<file path="src/rtl/alu_arbiter.sv">
// alu_arbiter: round-robin share of one combinational ALU between two
// requesters, with registered issue and response stages (2-cycle latency).
// Ports: clock/reset (async, active-low); r0_*/r1_* request handshake,
// payload and response strobe/result; alu_* drive to / capture from the ALU.
module alu_arbiter #(
  parameter int DATA_WIDTH = 32,
  parameter int CTRL_WIDTH = 6
) (
  input  logic                  clock,
  input  logic                  reset,
  input  logic                  r0_valid,
  output logic                  r0_ready,
  input  logic [CTRL_WIDTH-1:0] r0_ctrl,
  input  logic                  r0_branch_op,
  input  logic [DATA_WIDTH-1:0] r0_op_a,
  input  logic [DATA_WIDTH-1:0] r0_op_b,
  output logic                  r0_resp_valid,
  output logic [DATA_WIDTH-1:0] r0_result,
  output logic                  r0_branch,
  input  logic                  r1_valid,
  output logic                  r1_ready,
  input  logic [CTRL_WIDTH-1:0] r1_ctrl,
  input  logic                  r1_branch_op,
  input  logic [DATA_WIDTH-1:0] r1_op_a,
  input  logic [DATA_WIDTH-1:0] r1_op_b,
  output logic                  r1_resp_valid,
  output logic [DATA_WIDTH-1:0] r1_result,
  output logic                  r1_branch,
  output logic [CTRL_WIDTH-1:0] alu_ctrl,
  output logic                  alu_branch_op,
  output logic [DATA_WIDTH-1:0] alu_op_a,
  output logic [DATA_WIDTH-1:0] alu_op_b,
  input  logic [DATA_WIDTH-1:0] alu_result,
  input  logic                  alu_branch
);

  logic                  last_grant;
  logic                  iss_valid;
  logic                  iss_id;
  logic [CTRL_WIDTH-1:0] iss_ctrl;
  logic                  iss_branch_op;
  logic [DATA_WIDTH-1:0] iss_op_a;
  logic [DATA_WIDTH-1:0] iss_op_b;
  logic                  rsp_valid;
  logic                  rsp_id;
  logic [DATA_WIDTH-1:0] rsp_result;
  logic                  rsp_branch;

  logic                  acc0;
  logic                  acc1;
  logic                  nxt_valid;
  logic                  nxt_id;
  logic [CTRL_WIDTH-1:0] nxt_ctrl;
  logic                  nxt_branch_op;
  logic [DATA_WIDTH-1:0] nxt_op_a;
  logic [DATA_WIDTH-1:0] nxt_op_b;
  logic                  nxt_grant;

  // With both valid, the port not granted last wins.
  assign r0_ready = !r1_valid || last_grant;
  assign r1_ready = !r0_valid || !last_grant;

  assign acc0 = r0_valid && r0_ready;
  assign acc1 = r1_valid && r1_ready;

  // Idle cycles clear the payload so the ALU sees ADD 0+0.
  always_comb begin
    nxt_valid     = 1'b0;
    nxt_id        = 1'b0;
    nxt_ctrl      = '0;
    nxt_branch_op = 1'b0;
    nxt_op_a      = '0;
    nxt_op_b      = '0;
    nxt_grant     = last_grant;
    unique case (1'b1)
      acc0: begin
        nxt_valid     = 1'b1;
        nxt_id        = 1'b0;
        nxt_ctrl      = r0_ctrl;
        nxt_branch_op = r0_branch_op;
        nxt_op_a      = r0_op_a;
        nxt_op_b      = r0_op_b;
        nxt_grant     = 1'b0;
      end
      acc1: begin
        nxt_valid     = 1'b1;
        nxt_id        = 1'b1;
        nxt_ctrl      = r1_ctrl;
        nxt_branch_op = r1_branch_op;
        nxt_op_a      = r1_op_a;
        nxt_op_b      = r1_op_b;
        nxt_grant     = 1'b1;
      end
      default: ;
    endcase
  end

  always_ff @(posedge clock or negedge reset) begin
    if (!reset) begin
      last_grant    <= 1'b1;
      iss_valid     <= 1'b0;
      iss_id        <= 1'b0;
      iss_ctrl      <= '0;
      iss_branch_op <= 1'b0;
      iss_op_a      <= '0;
      iss_op_b      <= '0;
    end else begin
      last_grant    <= nxt_grant;
      iss_valid     <= nxt_valid;
      iss_id        <= nxt_id;
      iss_ctrl      <= nxt_ctrl;
      iss_branch_op <= nxt_branch_op;
      iss_op_a      <= nxt_op_a;
      iss_op_b      <= nxt_op_b;
    end
  end

  always_ff @(posedge clock or negedge reset) begin
    if (!reset) begin
      rsp_valid  <= 1'b0;
      rsp_id     <= 1'b0;
      rsp_result <= '0;
      rsp_branch <= 1'b0;
    end else begin
      rsp_valid  <= iss_valid;
      rsp_id     <= iss_id;
      rsp_result <= alu_result;
      rsp_branch <= alu_branch;
    end
  end

  assign alu_ctrl      = iss_ctrl;
  assign alu_branch_op = iss_branch_op;
  assign alu_op_a      = iss_op_a;
  assign alu_op_b      = iss_op_b;

  assign r0_resp_valid = rsp_valid && !rsp_id;
  assign r1_resp_valid = rsp_valid && rsp_id;
  assign r0_result     = rsp_result;
  assign r1_result     = rsp_result;
  assign r0_branch     = rsp_branch;
  assign r1_branch     = rsp_branch;

endmodule

</file>
<file path="config.mk">
export PLATFORM = sky130hd
export DESIGN_NAME = alu_arbiter
export DESIGN_NICKNAME = d
export VERILOG_FILES = /design/src/rtl/alu_arbiter.sv
export SDC_FILE = /design/constraint.sdc
export NUM_CORES = 1
export LEC_CHECK = 0
export CORE_AREA = 8 8 118 120
export DETAILED_ROUTE_END_ITERATION = 8
export DIE_AREA = 0 0 126 128
export HOLD_SLACK_MARGIN = 0.15
export PLACE_DENSITY = 0.86
export SYNTH_ARGS = -nofsm -noshare
export SYNTH_HDL_FRONTEND = slang
export SYNTH_SLANG_ARGS = --single-unit
export TNS_END_PERCENT = 50
</file>
<file path="constraint.sdc">
create_clock -name clock -period 2.8 [get_ports clock]
set_input_delay 0.56 -clock clock [delete_from_list [all_inputs] [get_ports clock]]
set_output_delay 0.56 -clock clock [all_outputs]
set_load 0.02 [all_outputs]
</file>
==> reports/qor.txt <==
Status: finished clean
DR pass1 iterations: 4
Mapped Area: 4030 µm²
Min Clock Period, post-route: 2.36 ns
Postcts setup bufs: 0
Layout area overhead: 82.0%
Fin util: 60.0%
# setup viols final: 0
Core area: 12,200 µm²
Total placed cells including tap cells: 661
Die Footprint: 16,100 µm²
CTS buffer count: 9
CP Class: in2out
Layout cells sized above 1: 18.2%
CP Capture Type: output port
Cts repair resizes: 0
GPL Wtd Cong: 0.848
Antenna Cells: 0
Most common cell after layout, fill and taps aside: clkdlybuf4s50_1
Slew HR: 47.3%
DRC viols: 0
Num Clock Sinks: 109
Worst skew pair latency: 0.34 ns
CTS tree: done
Die span in y: 128 µm
Critical Path Fanout Max: 4
Yosys reg bits: 109
Slew at the pin closest to its max-slew limit: 0.790 ns
Pwr/cell area: 562 nW/µm²
Initial core utilization: 33.0%
Multi-input gate area: 862 µm²
Reg2reg end: alu_op_b[15]
Worst Clk Skew: 0.00637 ns
Most frequent cells in the layout: clkdlybuf4s50_1 (317), dfrtp_1 (108), a32o_2 (71)
Vias in the first global route: 3,731
Reg2reg setup slack: 1.09 ns
Slew Limit Fails: 0
Final TNS setup: 0 ns
Maxcap violations: 0
Fin. Hold Viols: 0
Crit-path cells: clkdlybuf4s50_1 -> nand2b_4 -> clkdlybuf4s50_1
Die span in x: 126 µm
Total Routing Usage GR: 18.4%
VDD IR max: 0.320 mV
Drt wl/cell: 22.2 µm
Final Non-Filler Cells: 677
Site Rows: 41
Root Driver: clkbuf_16
Most common cell type on the critical path: clkdlybuf4s50_1
Detailed-route via count: 3,301
CTS H-Tree Depth: 3
Initial DRC count: 153
# fillers: 941
Total gr overflow: 0
Final Power: 4.12 mW
Critical path's slowest cell: clkdlybuf4s50_1
CTS clock-pin slew for the worst setup and hold paths: 0.07 ns
Antenna viol nets, final: 0
Port bufs: 319
Post-Syn Nets: 423
# IOs: 320
Drt total wl: 15,000 µm
Maximum root-to-sink buffer count: 2
Initial antenna violation count: 0
Hold Path Class: in2async
Hold buffer count at CTS: 0
Register Area: 2730 µm²
DP Wirelength: 11,800 µm
Final #Nets: 701
Critical Path RT: 2.24 ns
Worst hold margin: 0.219 ns
Worst r2r src: last_grant
Post-synth cell types: 15
Register area share after synthesis: 67.8%
Startpoint Class: input port
Synth Warn #: 0
Worst r2r path cells: 3
Achievable frequency: 424 MHz
Largest net degree at the start of global routing: 72
Post-Synthesis Cells: 244
Crit path largest cell delay: 0.63 ns
Vias per cell: 4.88
Period utilization: 84.2%
First-pass GRT wire length: 22,600 µm
WP data arrival: 1.80 ns
Mean Syn Cell Area: 16.5 µm²
RSZ-0062 raised after global routing: false
Leakage: 3.25 nW
## per-layer routing
layer / vias to the layer above / wire [µm] / share of wire, % / track usage, %
met5: - / 0 / 0 / 0
met3: 18 / 1540 / 10 / 7.70
met4: 0 / 231 / 1.5 / 6.23
met1: 1609 / 5290 / 35 / 18.7
li1: 1459 / - / - / -
met2: 215 / 7970 / 53 / 33.4
## how the worst max path moves through the flow
| stage | from | end | slack [ns] |
|---|---|---|---|
| detailed placement | r1_valid | r0_ready | 0.44 |
| CTS | r1_valid | r0_ready | 0.43 |
| finish | r1_valid | r0_ready | 0.44 |
| global route | r1_valid | r0_ready | 0.39 |
| floorplan | last_grant | r0_ready | 1.31 |
| global placement | r1_valid | r0_ready | 0.43 |
## stage by stage
step | cell area (µm²) | setup slack (ns)
2_1_floorplan | 4030 | 1.31
3_3_place_gp | 7010 | 0.435
3_5_place_dp | 7010 | 0.439
4_1_cts | 7330 | 0.434
5_1_grt | 7330 | 0.392
6_report | 7330 | 0.443
## state kept, by name (all words and copies together) (netlist names), 6 cells and up
name / count
r0_result: 32
alu_op_b: 32
alu_ctrl: 6
alu_op_a: 32
## critical path, delay by kind of cell
kind,cells,cell delay (ns)
buffers and inverters,2,1.13
AND/OR/NAND/NOR,1,0.11
## synth_stat cells
library cell,number,area (µm²)
a32o_2,71,800
clkbuf_8,1,13.8
a21boi_2,1,11.3
buf_6,9,101
dfstp_2,1,26.3
nand2b_4,1,13.8
clkbuf_1,6,22.5
or2_1,1,6.26
buf_4,40,300
o21a_1,1,7.51
nor2b_1,1,6.26
nand2_1,1,3.75
and2_1,1,6.26
buf_2,1,5.00
dfrtp_1,108,2700
## power by group
part | leakage [nW] | switching, mW | internal (mW)
Sequential | 1.33 | 0.0521 | 1.71
Clock | 0.152 | 0.534 | 0.766
Combinational | 1.78 | 0.467 | 0.592
Total | 3.25 | 1.05 | 3.06
## cell type report
| class | instances | area share (%) |
|---|---|---|
| timing repair buffer | 324 | 44.2 |
| sequential | 109 | 37.2 |
| multi-input combinational | 78 | 11.8 |
| clock buffer | 13 | 3.69 |
| tap | 150 | 2.56 |
| clock inverter | 3 | 0.581 |
## kinds of logic after synthesis
group,Yosys count,synth area share [%]
flops,109,67.8
compound gates,73,20.3
buf+inv,57,11.0
simple gates,5,0.901
Power figures use the tool's default switching activity.
